`src/rtl/addr4u_check_stage.sv`:
```
// addr4u_check_stage
// Result-checking stage behind the 4-bit unsigned adder. Each (a, b, sum)
// triple is captured in S1. The golden sum is recomputed there, and the
// checked beat moves into S2. S2 drives the consumer.
// Error and transaction counters update when a beat moves from S1 to S2.
// When the error count reaches ERR_LIMIT, the stage stops accepting input
// until clr is asserted.
//
// Ports
//   clk, rst_n            clock (rising edge), async active-low reset
//   clr                   sync pulse: zero counters, leave HALT
//   in_valid/in_ready     input handshake
//   in_a, in_b, in_sum    operands and adder output under test
//   out_valid/out_ready   output handshake
//   out_sum, out_err      checked (optionally corrected) sum, mismatch flag
//   err_cnt, tot_cnt      saturating error count, wrapping transaction count
//   halted                stage is in HALT
//
// state   | meaning
// ST_RUN  | normal operation, intake enabled
// ST_HALT | error limit reached, intake blocked, pipeline drains

module addr4u_check_stage #(
  parameter int unsigned CNT_W     = 8,
  parameter int unsigned ERR_LIMIT = 4,
  parameter bit          CORRECT   = 1'b1
) (
  input  logic             clk,
  input  logic             rst_n,
  input  logic             clr,
  input  logic             in_valid,
  output logic             in_ready,
  input  logic [3:0]       in_a,
  input  logic [3:0]       in_b,
  input  logic [4:0]       in_sum,
  output logic             out_valid,
  input  logic             out_ready,
  output logic [4:0]       out_sum,
  output logic             out_err,
  output logic [CNT_W-1:0] err_cnt,
  output logic [CNT_W-1:0] tot_cnt,
  output logic             halted
);

  typedef enum logic {ST_RUN = 1'b0, ST_HALT = 1'b1} state_e;

  // A limit the counter can never reach behaves like "never halt".
  localparam bit LIMIT_EN = (ERR_LIMIT != 0) &&
                            ((CNT_W >= 32) || (64'(ERR_LIMIT) < (64'd1 << CNT_W)));
  localparam logic [CNT_W-1:0] LIMIT = CNT_W'(ERR_LIMIT);

  state_e           state_q, state_d;

  logic             s1_valid_q, s1_valid_d;
  logic [3:0]       s1_a_q, s1_b_q;
  logic [4:0]       s1_sum_q;

  logic             s2_valid_q, s2_valid_d;
  logic [4:0]       s2_sum_q, s2_sum_d;
  logic             s2_err_q, s2_err_d;

  logic [CNT_W-1:0] err_cnt_q, err_cnt_d;
  logic [CNT_W-1:0] tot_cnt_q, tot_cnt_d;

  logic             s2_free, move, accept, halt_out;
  logic [4:0]       golden;
  logic             mismatch, err_inc, limit_hit;

  assign golden   = {1'b0, s1_a_q} + {1'b0, s1_b_q};
  assign mismatch = (s1_sum_q != golden);

  assign s2_free  = !s2_valid_q | out_ready;
  assign move     = s1_valid_q & s2_free;
  assign in_ready = !halt_out & (!s1_valid_q | s2_free);
  assign accept   = in_valid & in_ready;

  assign err_inc  = move & mismatch & (err_cnt_q != {CNT_W{1'b1}});

  always_comb begin
    err_cnt_d = err_cnt_q;
    tot_cnt_d = tot_cnt_q;
    if (clr) begin
      err_cnt_d = '0;
      tot_cnt_d = '0;
    end else begin
      if (err_inc) err_cnt_d = err_cnt_q + CNT_W'(1);
      if (move)    tot_cnt_d = tot_cnt_q + CNT_W'(1);
    end
  end

  // clr forces err_cnt_d to zero, and LIMIT is never zero when enabled.
  assign limit_hit = LIMIT_EN & err_inc & (err_cnt_d == LIMIT);

  always_ff @(posedge clk or negedge rst_n) begin
    if (!rst_n) state_q <= ST_RUN;
    else        state_q <= state_d;
  end

  always_comb begin
    state_d = state_q;
    case (state_q)
      ST_RUN:  if (!clr && limit_hit) state_d = ST_HALT;
      ST_HALT: if (clr)               state_d = ST_RUN;
      default:                        state_d = ST_RUN;
    endcase
  end

  always_comb begin
    halt_out = (state_q == ST_HALT);
  end

  always_comb begin
    s1_valid_d = s1_valid_q;
    if (accept)    s1_valid_d = 1'b1;
    else if (move) s1_valid_d = 1'b0;
  end

  always_comb begin
    s2_valid_d = s2_valid_q;
    s2_sum_d   = s2_sum_q;
    s2_err_d   = s2_err_q;
    if (move) begin
      s2_valid_d = 1'b1;
      s2_sum_d   = (CORRECT && mismatch) ? golden : s1_sum_q;
      s2_err_d   = mismatch;
    end else if (out_ready) begin
      s2_valid_d = 1'b0;
    end
  end

  always_ff @(posedge clk or negedge rst_n) begin
    if (!rst_n) begin
      s1_valid_q <= 1'b0;
      s1_a_q     <= '0;
      s1_b_q     <= '0;
      s1_sum_q   <= '0;
      s2_valid_q <= 1'b0;
      s2_sum_q   <= '0;
      s2_err_q   <= 1'b0;
      err_cnt_q  <= '0;
      tot_cnt_q  <= '0;
    end else begin
      s1_valid_q <= s1_valid_d;
      if (accept) begin
        s1_a_q   <= in_a;
        s1_b_q   <= in_b;
        s1_sum_q <= in_sum;
      end
      s2_valid_q <= s2_valid_d;
      s2_sum_q   <= s2_sum_d;
      s2_err_q   <= s2_err_d;
      err_cnt_q  <= err_cnt_d;
      tot_cnt_q  <= tot_cnt_d;
    end
  end

  assign out_valid = s2_valid_q;
  assign out_sum   = s2_sum_q;
  assign out_err   = s2_err_q;
  assign err_cnt   = err_cnt_q;
  assign tot_cnt   = tot_cnt_q;
  assign halted    = halt_out;

endmodule

```
`config.mk`:
```
export PLATFORM = sky130hd
export DESIGN_NAME = addr4u_check_stage
export DESIGN_NICKNAME = d
export VERILOG_FILES = /design/src/rtl/addr4u_check_stage.sv
export SDC_FILE = /design/constraint.sdc
export NUM_CORES = 1
export LEC_CHECK = 0
export BUFFER_PORTS_ARGS = -buffer_cell sky130_fd_sc_hd__buf_2
export CAP_MARGIN = 20
export CORE_MARGIN = 5
export CORE_UTILIZATION = 53
export DETAILED_ROUTE_END_ITERATION = 16
export PLACE_DENSITY = 0.86
export SETUP_SLACK_MARGIN = 0.05
export SLEW_MARGIN = 10
export SYNTH_ARGS = -nofsm -noshare
export SYNTH_HDL_FRONTEND = slang
export SYNTH_SLANG_ARGS = --single-unit
```
`constraint.sdc`:
```
create_clock -name clk -period 2.89 [get_ports clk]
set_input_delay 0.289 -clock clk [delete_from_list [all_inputs] [get_ports clk]]
set_output_delay 0.289 -clock clk [all_outputs]
set_load 0.02 [all_outputs]
```
* Word level (Yosys, flattened, before mapping)
Cells that the tools add are included.
** Operators by class
- Add/sub/neg operators :: 3
- Muxes and demuxes :: 12
- Equality and inequality tests :: 3
- Bitwise logic cells :: 9
- Reduce and logical (&&, ||, !) cells :: 8
** Operator list (count)
- $mux 8 :: 4
- $add 8x1->8 const B :: 2
- $eq 8x3->1 const B :: 1
- $ne 8x8->1 const B :: 1
- $and 1x1->1 :: 6
- $mux 1 :: 6
- $reduce_bool 2->1 :: 3
- $add 4x4->5 :: 1
- $mux 5 :: 1
- $ne 5x5->1 :: 1
- $logic_not 1->1 :: 4
- $or 1x1->1 :: 2
- $pmux 1 s2 :: 1
- $logic_and 1x1->1 :: 1
- $not 1->1 :: 1
** Word-level totals
- Flip-flop bits (word level) :: 38
- Output and inout bits :: 25
- Logic and storage cells :: 45

* Logic depth before layout (Yosys ltp)
Gate-level depths: netlist of run 1.
- Depth after elaboration :: 12
- Mapped depth :: 8
- Depth with buffers taken out :: 8

* Least setup slack after synthesis of run 1
Ideal clock, no wire load.
- Path type :: register -> register
- Start point :: register s1_a_q[0]
- End point :: register state_q, in the netlist halted
- Clock period less this slack :: 2572 ps
- Data arrival time :: 2477 ps
- Stages on the path, launching flop included :: 9
- Data required time :: 2794 ps
- Setup slack :: 318 ps
- Path buffers :: 0
- Path through :: dfrtp_1 -> ha_1 -> fa_1 -> xnor2_1 -> xnor2_1 -> nor4_4 -> a2111oi_1 -> mux2_2 -> o32ai_2
** Between the ends
- Cells in the longest elaborated chain, start to end :: 11
** RTL lines
- start: declaration :: RTL line 55 : logic [3:0] s1_a_q, s1_b_q;
- start signal: assignment :: RTL line 145 : s1_a_q <= in_a;
- $add 4x4->5 :: RTL line 69 : assign golden = {1'b0, s1_a_q} + {1'b0, s1_b_q};
- $ne 5x5->1 :: RTL line 70 : assign mismatch = (s1_sum_q != golden);
- $and 1x1->1 (2 in a row) :: RTL line 77 : assign err_inc = move & mismatch & (err_cnt_q != {CNT_W{1'b1}});
- $mux 8 :: RTL line 86 : if (err_inc) err_cnt_d = err_cnt_q + CNT_W'(1);
- $mux 8 :: RTL line 82 : if (clr) begin
- net err_cnt_d[7] :: RTL line 62 : logic [CNT_W-1:0] err_cnt_q, err_cnt_d;
- $eq 8x3->1 :: RTL line 92 : assign limit_hit = LIMIT_EN & err_inc & (err_cnt_d == LIMIT);
- $and 1x1->1 :: RTL line 92
- $logic_and 1x1->1 :: RTL line 102 : ST_RUN: if (!clr && limit_hit) state_d = ST_HALT;
- $mux 1 :: RTL line 102
- $pmux 1 s2 :: RTL line 101 : case (state_q)
- net state_d :: RTL line 52 : state_e state_q, state_d;
- end signal: assignment :: RTL line 96 : else state_q <= state_d;
- end: declaration :: RTL line 52
The timed path passes the listed nets, and every way through them passes these cells.
A chain may end at the register's enable or synchronous reset.

* Final worst setup path of run 1
Same ends and word-level chain as after synthesis.

==> results of run 1 <==
==> repair_timing <==
action,CTS,global route
resized for setup,0,1
hold buffers,0,0
endpoints found under the setup margin,0,1
==> power groups by stage <==
stage	clock, mW	sequential (mW)	combinational, mW
5_1_grt	0.329	0.677	0.518
3_3_place_gp	0	0.676	0.458
3_5_place_dp	0	0.678	0.470
2_1_floorplan	0	0.723	0.278
4_1_cts	0.306	0.668	0.473
6_report	0.299	0.665	0.470
==> metal layers <==
| metal | routed length [um] | vias up | global-route usage | part of all wire |
|---|---|---|---|---|
| met2 | 1736 | 37 | 0.2511 | 0.48 |
| met3 | 267 | 7 | 0.07536 | 0.073 |
| met5 | 0 | - | 0 | 0 |
| met4 | 59 | 0 | 0.06291 | 0.016 |
| met1 | 1583 | 675 | 0.1906 | 0.43 |
| li1 | - | 693 | - | - |
==> cells in the final DEF, fill, tap and decap left out, types with 4 or more instances in the layout <==
cell type and n:
nand2_1 20, and3_1 5, xor2_1 5, buf_2 42, nand3_1 4, a21oi_1 9, ha_1 6, clkbuf_4 5
a211oi_1 5, nor2_1 15, xnor2_1 10, dfrtp_1 38, mux2_2 15, o21ai_0 5
==> cells in the mapped netlist <==
library cell | count | area (um2)
nor2_1 | 15 | 56.30
o311ai_1 | 1 | 8.760
mux2i_1 | 1 | 10.01
mux2_2 | 15 | 168.9
a21oi_1 | 9 | 45.04
inv_1 | 3 | 11.26
o21ai_0 | 5 | 25.02
and3_1 | 5 | 31.28
nor3_1 | 1 | 5.000
o32ai_2 | 1 | 16.27
xnor2_1 | 10 | 87.58
nand3_1 | 4 | 20.02
nand2_1 | 20 | 75.07
fa_1 | 1 | 20.02
nor2b_1 | 3 | 18.77
buf_1 | 2 | 7.510
xor3_1 | 1 | 23.77
clkbuf_1 | 2 | 7.510
nand2b_1 | 2 | 12.51
and2_1 | 1 | 6.260
a2111oi_1 | 1 | 10.01
nor4_4 | 1 | 21.27
a31o_2 | 1 | 8.760
or3_1 | 2 | 12.51
a31oi_1 | 2 | 12.51
ha_1 | 6 | 75.07
o31ai_1 | 1 | 7.510
a211oi_1 | 5 | 37.54
xor2_1 | 5 | 43.79
nor4b_1 | 1 | 8.760
nand4_1 | 3 | 18.77
dfrtp_1 | 38 | 950.9
a2111o_1 | 1 | 11.26
a21o_1 | 1 | 7.510
==> through the flow <==
stage                     std cells  hold slack (ns)    util
final                           263        -0.005693  0.6526
after floorplan                 170        -0.006591       -
after global placement          255           0.4283  0.6323
after CTS                       263          0.01834  0.6512
after global routing            263          0.06660  0.6526
after detailed placement        255           0.4254  0.6323
==> cell families after synthesis <==
logic type      count (synthesis)  share of synthesized area
flops                          38                     0.5050
xor+xnor                       16                    0.08239
fa+ha+maj                       7                    0.05050
buf+inv                         7                    0.01396
simple gates                   58                     0.1522
mux                            16                    0.09502
compound gates                 28                     0.1010
==> state kept, by name, indices dropped and copies added, names as in the netlist, 4 cells and up <==
register and cells:
s1_a_q 4, s1_b_q 4, out_sum 5, s1_sum_q 5, tot_cnt 8, err_cnt 8
==> worst max-delay path, stage by stage, from the launching register on <==
cell and delay, ns:
dfrtp_1 0.40, ha_1 0.22, fa_1 0.52, xnor2_1 0.12, nand2_1 0.10, nor4_4 0.52, a211oi_1 0.16, mux2_2 0.31
o32ai_2 0.25
==> cell type report <==
type / count / area share
clock buffers: 6 / 0.02319
repair buffers: 43 / 0.09842
well taps: 46 / 0.02602
flip-flops and latches: 38 / 0.4299
multi-input cells: 125 / 0.4118
inverters: 3 / 0.005091
clock inverters: 2 / 0.005656
==> final timing paths <==
check	startpoint	end	slack [ns]
min in group clk	in_sum[2]	s1_sum_q[2]$_DFFE_PN0P_	0.15
max in group asynchronous	rst_n	s1_sum_q[0]$_DFFE_PN0P_	2.37
setup / recovery	s1_a_q[0]$_DFFE_PN0P_	halted$_DFF_PN0_	0.23
setup reg to reg	s1_a_q[0]$_DFFE_PN0P_	halted$_DFF_PN0_	0.23
hold reg to reg	out_sum[0]$_DFFE_PN0P_	out_sum[0]$_DFFE_PN0P_	0.48
hold / removal	rst_n	tot_cnt[6]$_DFFE_PN0P_	-0.006
==> results.md, run 1 <==
- Result of the run: complete, but fails checks
- Failing checks: negative hold slack
- Drt via density: between 5 and 6
- Global-route total usage across every layer: 0.1604
- Cell area reported after detailed placement: approximately 2100 um2
- GPL Wtd Cong: roughly 0.8
- Area added between synthesis and finish: 17.47%
- 1st-iter DRT viols: 84
- Worst setup slack before clock tree synthesis: ~0.18 ns
- Total power consumption of the routed design: between 1 and 1.5 mW
- Synthesized cell area: ~1900 um2
- Total gr overflow: 0
- Worst-case hold slack: -0.005693 ns
- Share of layout cells above drive strength 1: 0.3226
- Fraction of power spent switching nets: 0.3556
- Remaining routing DRC violations: 0
- Number of levels the H-tree was split into: 2
- Data arrival time of the critical path: 2.93 ns
- Max Slew Vio Count: 0
- Clock network power share: 0.208
- Clock tree root driver cell: clkbuf_4
- Leakage component of the power: between 1 and 1.5 nW
- Clock tree sinks: 38
- Length of the first detailed-routing pass in iterations: 4
- Max Fclk: around 0.38 GHz
- Area taken by flip-flops and latches: 950.9 um2
- Nets: 241
- Vias post-DR: between 1000 and 1500
- Classification of the worst-slack hold path: in -> async
- Worst-Skew Late Latency: around 0.36 ns
- Final clock period utilization by the worst path: 0.9212
- Maximum fanout encountered on the critical timing path: 10
- Depth of the worst register-to-register path: 8
- CTS tree: yes
- Relative slew slack: 0.4669
- Flops & latches, synth: 38
- Reg power frac: 0.464
- Fin Setup TNS: 0 ns
- Setup crit start kind: flip-flop
- Routed wire length per instance: 13.86 um
- Number of clock buffers inserted by TritonCTS: 5
- Max-cap check violation count: 0
- Cell-internal power: slightly above 0.9 mW
- Number of buffers on the longest clock path: 2
- Required time at the worst-slack endpoint: around 3.2 ns
- WL final: 3.646 mm
- Synth Warn #: 0
- Die Outline Area: approximately 4800 um2
- Critical Setup Path Class: reg -> reg
- Sequential element share of the synthesized area: 0.5050
- Area used by multi-input combinational logic: between 900 and 1000 um2
- Post-route antenna net violation count: 0
- Initial core utilization: 0.5556
- Unrepaired setup endpoints after global routing: no
- Wire length of the first global-routing pass: between 6 and 7 mm
- Core box area: 3390 um2
- Worst slew pin tran: about 0.8 ns
- Net switching power: 0.5100 mW
- Final Worst Setup Slack: roughly 0.23 ns
- Estimated wirelength of the detail-placed design: approximately 2.8 mm
- Worst voltage drop across the vdd grid: about 0.39 mV
- Number of distinct standard cells referenced by the synthesized netlist: 34
- Average cell area after synthesis: 11.08 um2
- Filler cell count: 306
- Worst clock skew: between 0.015 and 0.02 ns
- Overall die width: approximately 70 um
- Number of hold violations in the final report: 12
- Setup crit end kind: flip-flop
- Setup bufs post-CTS: 0
- Post-Syn Nets: 195
- I/O pin total: 43
- Count of standard-cell rows: 21
- Share of total power in combinational logic: 0.328
- Port Buf Inserts: 42
- Number of global-route vias before repair: between 1000 and 1500
- Power density of the placed cells: approximately 650 nW/um2
- Number of inserted diodes: 0
- Count of final setup violators: 0
- Maximum number of pins on one net before global-route repair: 39
- Synthesized instance count: 170
- Worst-path clk slew: approximately 0.12 ns
- Die Span Y: 69.61 um
- Cell area after layout: roughly 2200 um2
- Antenna violations before repair: 0
- Min Tclk post-route: ~2.7 ns
No activity file was read; power rests on OpenSTA's default activity.
==> inputs of run 2 (changes only) <==
--- a/config.mk
+++ b/config.mk
@@ -11,7 +11,9 @@
 export CORE_UTILIZATION = 53
 export DETAILED_ROUTE_END_ITERATION = 16
 export PLACE_DENSITY = 0.86
+export RECOVER_POWER = 100
 export SETUP_SLACK_MARGIN = 0.05
+export SKIP_LAST_GASP = 1
 export SLEW_MARGIN = 10
 export SYNTH_ARGS = -nofsm -noshare
 export SYNTH_HDL_FRONTEND = slang
==> results.md, run 2 (synthesis results as in run 1) <==
- Result of the run: complete, but fails checks
- Failing checks: max-capacitance violations, max-slew violations
- Length of the first detailed-routing pass in iterations: 4
- Remaining routing DRC violations: 0
- Cell area reported after detailed placement: roughly 2100 um2
- Routed wire length per instance: 14.09 um
- Setup bufs post-CTS: 0
- Maximum fanout encountered on the critical timing path: 10
- Share of layout cells above drive strength 1: 0.2028
- Maximum number of pins on one net before global-route repair: 39
- Initial core utilization: 0.5556
- Wire length of the first global-routing pass: ~6.2 mm
- Area used by multi-input combinational logic: 910.9 um2
- Max Slew Vio Count: 39
- Total gr overflow: 0
- Die Outline Area: a little under 5000 um2
- Most common cell after layout, fill and taps aside: dfrtp_1
- Clock tree root driver cell: clkbuf_4
- Count of standard-cell rows: 21
- Count of final setup violators: 0
- Endpoint of the worst-slack reg-to-reg timing path: halted$_DFF_PN0_
- Post-route antenna net violation count: 0
- Worst voltage drop across the vdd grid: 0.3849 mV
- R2R setup slack: 0.24 ns
- 1st-iter DRT viols: 71
- Total power consumption of the routed design: 1.422 mW
- Number of inserted diodes: 0
- WL final: roughly 3.7 mm
- CTS tree: yes
- Number of hold violations in the final report: 0
- Max-cap check violation count: 1
- Die Span Y: around 70 um
- Relative slew slack: -0.3109
- Clock tree sinks: 38
- Number of levels the H-tree was split into: 2
- Data arrival time of the critical path: 2.93 ns
- Setup crit start kind: flip-flop
- Estimated wirelength of the detail-placed design: between 2 and 3 mm
- RR Startpoint: s1_a_q[0]$_DFFE_PN0P_
- Post-route core utilization: 0.6430
- Fin Setup TNS: 0 ns
- Area added between synthesis and finish: 15.75%
- Unrepaired setup endpoints after global routing: no
- Max Fclk: between 0.3 and 0.4 GHz
- Worst slew pin tran: roughly 2 ns
- Worst Hold Endpoint: s1_sum_q[2]$_DFFE_PN0P_
- Overall die width: about 70 um
- Classification of the worst-slack hold path: in -> reg
- Most frequent cells in the layout: dfrtp_1, clkbuf_1, nand2_1, buf_2
- Count of placed standard cells in the final layout, fillers left out: 263
- Critical Setup Path Class: reg -> reg
- Antenna violations before repair: 0
- Number of buffers inserted for hold repair after clock tree synthesis: 0
- Drt via density: roughly 5.4
- Worst clock skew: 0.01735 ns
- Min Tclk post-route: 2.654 ns
- Setup crit end kind: flip-flop
- Number of buffers on the longest clock path: 2
- Core box area: around 3400 um2
- Number of cells in the design after placement: between 200 and 300
- Leakage component of the power: ~0.95 nW
- Number of global-route vias before repair: around 1300
- Filler cell count: 325
- Global-route total usage across every layer: 0.1604
- Nets: between 200 and 250
- Power density of the placed cells: between 600 and 700 nW/um2
- Vias post-DR: between 1000 and 1500
- Source of the worst hold timing path: in_sum[2]
- Final clock period utilization by the worst path: 0.9182
- GPL Wtd Cong: between 0.7 and 0.8
- Worst-path clk slew: ~0.11 ns
- Area taken by flip-flops and latches: approximately 950 um2
- I/O pin total: 43
- Port Buf Inserts: 42
- Cells on Worst Hold Path: 2
- Cell area after layout: roughly 2200 um2
- Worst-Skew Late Latency: ~0.36 ns
- Required time at the worst-slack endpoint: roughly 3.2 ns
- Depth of the worst register-to-register path: 8
- Number of clock buffers inserted by TritonCTS: 5
run 2: critical path: stages, from the launching register on:
cell      delay (ns)
dfrtp_1         0.40
ha_1            0.22
fa_1            0.52
xnor2_1         0.12
nand2_1         0.10
nor4_4          0.51
a211oi_1        0.16
mux2_2          0.31
o32ai_2         0.25
run 2: area by class of cell:
class	count	share of cell area
Sequential cell	38	0.4363
Tap cell	46	0.02641
Inverter	3	0.005166
Clock buffer	6	0.02354
Timing Repair Buffer	43	0.08496
Multi-Input combinational cell	125	0.4179
Clock inverter	2	0.005741
run 2: per-stage QoR:
stage / setup WS (ns) / hold slack [ns]
3_3_place_gp: 0.2425 / 0.4283
2_1_floorplan: 0.3176 / -0.006591
6_report: 0.2363 / 0.1541
4_1_cts: 0.1719 / 0.01834
5_1_grt: 0.04521 / 0.1289
3_5_place_dp: 0.1809 / 0.4254
run 2: worst max path at each step:
stage | startpoint | endpoint | slack [ns] | cells past startpoint
detailed placement | s1_a_q[0]$_DFFE_PN0P_ | halted$_DFF_PN0_ | 0.18 | 8
global route | s1_a_q[0]$_DFFE_PN0P_ | halted$_DFF_PN0_ | 0.05 | 8
floorplan | s1_a_q[0]$_DFFE_PN0P_ | halted$_DFF_PN0_ | 0.32 | 8
global placement | s1_a_q[0]$_DFFE_PN0P_ | halted$_DFF_PN0_ | 0.24 | 8
CTS | s1_a_q[0]$_DFFE_PN0P_ | halted$_DFF_PN0_ | 0.17 | 8
finish | s1_a_q[0]$_DFFE_PN0P_ | halted$_DFF_PN0_ | 0.24 | 8
run 2: timing repair:
action                                  in CTS  in global routing
endpoints found under the hold margin        0                  0
endpoints found under the setup margin       0                  1
gates resized for setup                      0                  1
run 2: layer usage:
metal | track usage | wire (um)
met4 | 0.06291 | 59
met2 | 0.2511 | 1741
met3 | 0.07536 | 298
met5 | 0 | 0
met1 | 0.1906 | 1606
run 2: power breakdown:
part           internal (mW)  switching, mW  leakage (nW)
Clock                  0.117          0.182        0.0343
Sequential             0.608         0.0593         0.479
Combinational          0.186          0.270         0.437
Total                  0.911          0.512         0.950
